--- src/rtl/startdone_pkg.sv ---
// Shared types for the start/done sequencer: FSM states, command mode codes, channel picker.
// Pure declarations; no clocked logic and no flow control of its own.
// Timeout feature macro used by the users of this package: STARTDONE_TIMEOUT_EN.
package startdone_pkg;

    typedef enum logic [1:0] {
        ST_IDLE,
        ST_PAR_RUN,
        ST_SEQ_RUN,
        ST_FINISH
    } state_e;

    localparam logic MODE_PAR = 1'b0;
    localparam logic MODE_SEQ = 1'b1;

    localparam int MAX_CH = 16;

    // One-hot of the lowest set bit; zero in, zero out.
    function automatic logic [MAX_CH-1:0] lowest_set(input logic [MAX_CH-1:0] v);
        return v & (~v + MAX_CH'(1));
    endfunction

endpackage

--- src/rtl/startdone_chan.sv ---
// One accelerator channel: start level, saturating run-cycle counter, optional timeout (STARTDONE_TIMEOUT_EN).
// Latency: start rises the cycle after launch and falls the cycle after done/timeout is sampled.
// Backpressure: none; done is a level that is honoured only while start is high.
module startdone_chan #(
    parameter int unsigned CNT_W       = 32,
    parameter int unsigned TIMEOUT_CYC = 1_000_000
) (
    input  logic             clk_clk,
    input  logic             launch,
    input  logic             abort,
    input  logic             done_in,
    output logic             start,
    output logic             complete,
    output logic [CNT_W-1:0] count,
    output logic             timeout_err
);

    logic             start_q, start_d;
    logic [CNT_W-1:0] cnt_q, cnt_d;
    logic             timeout_hit;

`ifdef STARTDONE_TIMEOUT_EN
    logic err_q, err_d;

    // The increment on this cycle lands the count exactly on the limit.
    assign timeout_hit = start_q & ~done_in & (cnt_q == CNT_W'(TIMEOUT_CYC - 1));

    always_comb begin
        err_d = err_q;
        if (timeout_hit) err_d = 1'b1;
        if (launch)      err_d = 1'b0;
        if (abort)       err_d = 1'b0;
    end

    always_ff @(posedge clk_clk) begin
        err_q <= err_d;
    end

    assign timeout_err = err_q;
`else
    logic unused_timeout_cyc;
    assign unused_timeout_cyc = (TIMEOUT_CYC == 0);
    assign timeout_hit        = 1'b0;
    assign timeout_err        = 1'b0;
`endif

    assign complete = start_q & (done_in | timeout_hit);

    always_comb begin
        start_d = start_q;
        cnt_d   = cnt_q;
        if (start_q) begin
            if (cnt_q != '1) cnt_d = cnt_q + CNT_W'(1);
            if (complete)    start_d = 1'b0;
        end
        if (launch) begin
            start_d = 1'b1;
            cnt_d   = '0;
        end
        // abort carries the block reset and wins over everything else
        if (abort) begin
            start_d = 1'b0;
            cnt_d   = '0;
        end
    end

    always_ff @(posedge clk_clk) begin
        start_q <= start_d;
        cnt_q   <= cnt_d;
    end

    assign start = start_q;
    assign count = cnt_q;

endmodule

--- src/rtl/startdone_seq.sv ---
// Start/done sequencer over NUM_CH channels, parallel or ascending sequential launch (timeout: STARTDONE_TIMEOUT_EN).
// Latency: starts high 1 cycle after accept; done_pulse 1 cycle after last completion; ready again 1 cycle later.
// Backpressure: cmd_ready low while busy; commands offered then are dropped, not queued.
module startdone_seq
    import startdone_pkg::*;
#(
    parameter int unsigned NUM_CH      = 4,
    parameter int unsigned CNT_W       = 32,
    parameter int unsigned TIMEOUT_CYC = 1_000_000
) (
    input  logic                    clk_clk,
    input  logic                    reset_reset_n,
    input  logic                    cmd_valid,
    output logic                    cmd_ready,
    input  logic [NUM_CH-1:0]       cmd_mask,
    input  logic                    cmd_mode,
    output logic [NUM_CH-1:0]       startsig_export,
    input  logic [NUM_CH-1:0]       donesig_export,
    output logic                    busy,
    output logic                    done_pulse,
    output logic [NUM_CH*CNT_W-1:0] cycles_flat,
    output logic [NUM_CH-1:0]       timeout_err
);

    state_e              state_q, state_d;
    logic [NUM_CH-1:0]   pend_q, pend_d;
    logic [NUM_CH-1:0]   launch, complete, next_ch;
    logic [MAX_CH-1:0]   pick_src, pick_1h;
    logic                accept;

    assign cmd_ready  = reset_reset_n & (state_q == ST_IDLE);
    assign accept     = cmd_valid & cmd_ready;
    assign busy       = (state_q != ST_IDLE);
    assign done_pulse = (state_q == ST_FINISH);

    // In IDLE the candidate set is the incoming mask, afterwards the pending set.
    always_comb begin
        pick_src             = '0;
        pick_src[NUM_CH-1:0] = (state_q == ST_IDLE) ? cmd_mask : pend_q;
        pick_1h              = lowest_set(pick_src);
        next_ch              = pick_1h[NUM_CH-1:0];
    end

    always_comb begin
        state_d = state_q;
        pend_d  = pend_q;
        launch  = '0;
        case (state_q)
            ST_IDLE: begin
                if (accept) begin
                    if (cmd_mask == '0) begin
                        state_d = ST_FINISH;
                    end else if (cmd_mode == MODE_SEQ) begin
                        launch  = next_ch;
                        pend_d  = cmd_mask & ~next_ch;
                        state_d = ST_SEQ_RUN;
                    end else begin
                        launch  = cmd_mask;
                        pend_d  = cmd_mask;
                        state_d = ST_PAR_RUN;
                    end
                end
            end
            ST_PAR_RUN: begin
                pend_d = pend_q & ~complete;
                if (pend_d == '0) state_d = ST_FINISH;
            end
            ST_SEQ_RUN: begin
                // Only the running channel can complete; pend_q excludes it.
                if (|complete) begin
                    if (pend_q == '0) begin
                        state_d = ST_FINISH;
                    end else begin
                        launch = next_ch;
                        pend_d = pend_q & ~next_ch;
                    end
                end
            end
            ST_FINISH: state_d = ST_IDLE;
            default:   state_d = ST_IDLE;
        endcase
    end

    always_ff @(posedge clk_clk) begin
        if (!reset_reset_n) begin
            state_q <= ST_IDLE;
            pend_q  <= '0;
        end else begin
            state_q <= state_d;
            pend_q  <= pend_d;
        end
    end

    for (genvar i = 0; i < NUM_CH; i++) begin : g_chan
        startdone_chan #(
            .CNT_W       (CNT_W),
            .TIMEOUT_CYC (TIMEOUT_CYC)
        ) u_chan (
            .clk_clk     (clk_clk),
            .launch      (launch[i]),
            .abort       (~reset_reset_n),
            .done_in     (donesig_export[i]),
            .start       (startsig_export[i]),
            .complete    (complete[i]),
            .count       (cycles_flat[i*CNT_W +: CNT_W]),
            .timeout_err (timeout_err[i])
        );
    end

endmodule
--- config.mk ---
export PLATFORM = sky130hd
export DESIGN_NAME = startdone_seq
export DESIGN_NICKNAME = d
export VERILOG_FILES = /design/src/rtl/startdone_pkg.sv /design/src/rtl/startdone_chan.sv /design/src/rtl/startdone_seq.sv
export SDC_FILE = /design/constraint.sdc
export NUM_CORES = 1
export LEC_CHECK = 0
export CORE_ASPECT_RATIO = 0.7
export CORE_MARGIN = 3
export CORE_UTILIZATION = 38
export CTS_CLUSTER_SIZE = 40
export DETAILED_ROUTE_END_ITERATION = 16
export SETUP_SLACK_MARGIN = 0.4
export SLEW_MARGIN = 20
export SYNTH_ARGS = -nofsm -noshare
export SYNTH_HDL_FRONTEND = slang
export SYNTH_SLANG_ARGS = --single-unit
--- constraint.sdc ---
create_clock -name clk_clk -period 3.3 [get_ports clk_clk]
set_input_delay 0.66 -clock clk_clk [delete_from_list [all_inputs] [get_ports clk_clk]]
set_output_delay 0.66 -clock clk_clk [all_outputs]
set_load 0.005 [all_outputs]
==> metrics.md <==
| Metric | Value |
|---|---|
| PwrDens | 451 nW/um^2 |
| Peak VDD IR | 0.000279 V |
| Crit path DAT | 2.09 ns |
| Core Region | 19,000 um^2 |
| Fin crit period | 2.75 ns |
| Area fraction in compound gates after synthesis | 22.2% |
| Total negative slack | 0 ns |
| Buffers & Inverters on Critical Path | 3 |
| Dpl hpwl | 15,400 um |
| # diodes | 0 |
| Mapped Area | 7410 um^2 |
| Crit Path Max Fanout | 8 |
| Worst-Skew Late Latency | 0.42 ns |
| Number of routed nets with antenna violations | 0 |
| GRT overflow | 0 |
| Status | complete, no violations |
| Synth Instances | 923 |
| Vias | 7,668 |
| First-pass GRT wire length | 34,600 um |
| Post-CTS setup repair buffer count | 0 |
| GPL Wtd Cong | 0.855 |
| Placement Cell Area | 9190 um^2 |
| Post-Layout Inst Area | 9810 um^2 |
| 1st-pass router iterations | 5 |
| Critical-path cell list | clkdlybuf4s50_1 -> inv_1 -> nor2_1 -> clkdlybuf4s50_1 |
| CTS Sinks | 138 |
| #FFs+latches synth | 138 |
| Num ports | 151 |
| EDFF count, synth | 0 |
| Dpl ws | 0.187 ns |
| Depth of the worst register-to-register path | 5 |
| CTS Hold Bufs | 0 |
| Vias in the first global route | 6,655 |
| Num rows | 42 |
| Slowest Stage Delay on Critical Path | 0.64 ns |
| Hold Crit Class | flip-flop to flip-flop |
| WL final | 21,400 um |
| Simple-Gate Fraction of Synth Area | 30.3% |
| Rel. slew slack | 42.6% |
| Via density | 5.68 |
| Largest family of logic cells by synthesized area | simple AND/OR/NAND/NOR gates |
| Max Slew Vio Count | 0 |
| DRC Markers | 0 |
| Endpoint type of the worst setup path | output port |
| CTS clock-pin slew for the worst setup and hold paths | 0.06 ns |
| H-tree Lvls | 4 |
| Kind of critical path | primary input to output port |
| Worst R2R Setup Slack | 0.78 ns |
| Clock Skew | 0.0147 ns |
| Die span in y | 123 um |
| Xor and xnor fraction of the mapped netlist area | 4.02% |
| WHS Path Cells | 2 |
| 1st-iter DRT viols | 545 |
| Power Total | 4.43 mW |
| Leakage | 2.94 nW |
| Crit-path slowest cell | clkdlybuf4s50_1 |
| Placed Cells | 1,317 |
| Hold WS | 0.494 ns |
| TritonCTS clock tree | yes |
| Setup violators final | 0 |
| Post-Route Utilization | 51.6% |
| Cell variety after synth | 63 |
| Worst hold path startpoint | g_chan[1].u_chan.count[31] |
| Routed len/inst | 15.9 um |
| Layout cells sized above 1 | 7.10% |
| Warnings from Yosys | 0 |
| Fin worst setup slack | 0.552 ns |
| Max frequency | 364 MHz |
| Post-Layout Cell Count | 1,349 |
| Final period util | 83.3% |
| Initial antenna violation count | 0 |
| Area grow syn2layout | 32.4% |
| Total global-route track usage | 19.6% |
| Hold path endpoint | g_chan[1].u_chan.count[31] |
| Unrepaired setup endpoints after global routing | no |
| Top cells by area, synth | dfxtp_1 37%, a21oi_1 6.1%, or3_1 4.5% |
| Die width | 173 um |
| Average size of a mapped cell | 8.03 um^2 |
| Root buf cell | clkbuf_16 |
| Main synth FF type | dfxtp_1 |
| Sequential fraction of the synthesis area | 37.3% |
| Area share of the largest cell type after synthesis | 37.3% |
| Most area-hungry cell type in the Yosys netlist | dfxtp_1 |
| Slew @ Worst Pin | 0.854 ns |
| Clk buf depth | 2 |
| Mux contribution to synthesized area | 0.675% |
| Initial cell density of the core | 39.0% |
| Worst R2R Start | g_chan[2].u_chan.count[11] |
| Max-cap viol count | 0 |
| Inserted Clock Buffers | 17 |
| Crit-path leading delay family | buffers and inverters |
| Hold Fails Final Rpt | 0 |
| Ys async rst share | 0% |
| CP Launch Type | primary input |
| Worst R2R End | g_chan[2].u_chan.count[31] |
| CP most frequent cell | clkdlybuf4s50_1 |
| Largest net degree at the start of global routing | 31 |
| IO buf count | 146 |
| Worst path required time | 2.64 ns |
| Die Area | 21,200 um^2 |
| Nets | 1,093 |
| Adder-cell share of the synthesized area | 1.52% |
## metal layers
layer	vias to the layer above	GRT usage [%]	wire length (um)
li1	3836	-	-
met5	-	0	0
met1	3579	30.0	11400
met3	20	3.80	1150
met4	0	5.16	213
met2	233	27.7	8640
## how the worst max path moves through the flow
stage | start | to | cells after the start
floorplan | cmd_mask[0] | g_chan[2].u_chan.count[21] | 7
global placement | cmd_mask[0] | g_chan[2].u_chan.count[22] | 7
finish | reset_reset_n | cmd_ready | 4
CTS | reset_reset_n | cmd_ready | 4
detailed placement | cmd_mask[0] | g_chan[2].u_chan.count[21] | 7
global route | state_q[1] | cmd_ready | 5
## state kept, by name, indices dropped and copies added, names as in the netlist
| signal | count |
|---|---|
| g_chan.u_chan.count | 128 |
| pend_q | 4 |
| state_q | 2 |
| g_chan.u_chan.start | 4 |
## worst register-to-register path: cells and delay by family, from the launching register on
kind,cells,cell delay (ns)
and+or+nand+nor,4,1.86
AOI/OAI and AO/OA,1,0.15
DFF,1,0.44
## synth_stat cells, types with 4 or more instances
master and count:
dfxtp_1 138, a21oi_1 91, a211o_1 4, clkbuf_1 26
buf_4 8, nor4_1 11, nand2_1 66, o41ai_1 4
and3_1 8, o31ai_1 30, ha_1 9, and2_1 10
or4_1 35, o21ai_0 58, a211oi_1 7, nand4_1 37
nand3_1 48, o211ai_1 12, xor2_1 11, or3_1 53
or2_2 12, nor3_1 24, a31oi_1 9, inv_1 32
a311o_1 4, mux2i_1 5, nor2_1 67, buf_1 4
a31o_2 4, nor4b_1 4, o2111ai_1 4, and4_1 15
xnor2_1 23
## timing repair
item | in CTS | in global routing
endpoints found under the hold margin | 0 | 0
gates resized for setup | 1 | 0
endpoints found under the setup margin | 1 | 0
## cell families (layout without fill, tap and decap cells)
| kind of cell | after synthesis | in the layout |
|---|---|---|
| simple gates | 406 | 406 |
| compound gates | 259 | 259 |
| flops | 138 | 138 |
| buf+inv | 71 | 230 |
| xor+xnor | 34 | 34 |
| fa+ha+maj | 9 | 9 |
| mux | 5 | 5 |
| other cells | 1 | 4 |
## where the power goes
| group | internal, mW | switching [mW] |
|---|---|---|
| sequential | 1.70 | 0.0612 |
| combinational | 0.261 | 0.393 |
| clock | 1.24 | 0.773 |
| total | 3.20 | 1.23 |
## final cells by class
class | instances | area [um^2]
Tap cell | 264 | 330
Timing Repair Buffer | 166 | 1610
Fill cell | 1864 | 9220
Clock inverter | 12 | 163
Multi-Input combinational cell | 717 | 4360
Inverter | 32 | 120
Clock buffer | 20 | 457
Sequential cell | 138 | 2760
## placed cells by master, fill, tap and decap left out, types with 30 or more instances in the layout
| cell | count |
|---|---|
| a21oi_1 | 91 |
| clkdlybuf4s50_1 | 146 |
| o21ai_0 | 58 |
| nand4_1 | 37 |
| o31ai_1 | 30 |
| or3_1 | 53 |
| nand2_1 | 66 |
| inv_1 | 32 |
| dfxtp_1 | 138 |
| nor2_1 | 67 |
| nand3_1 | 48 |
| or4_1 | 35 |
(Power assumes the default switching activity.)
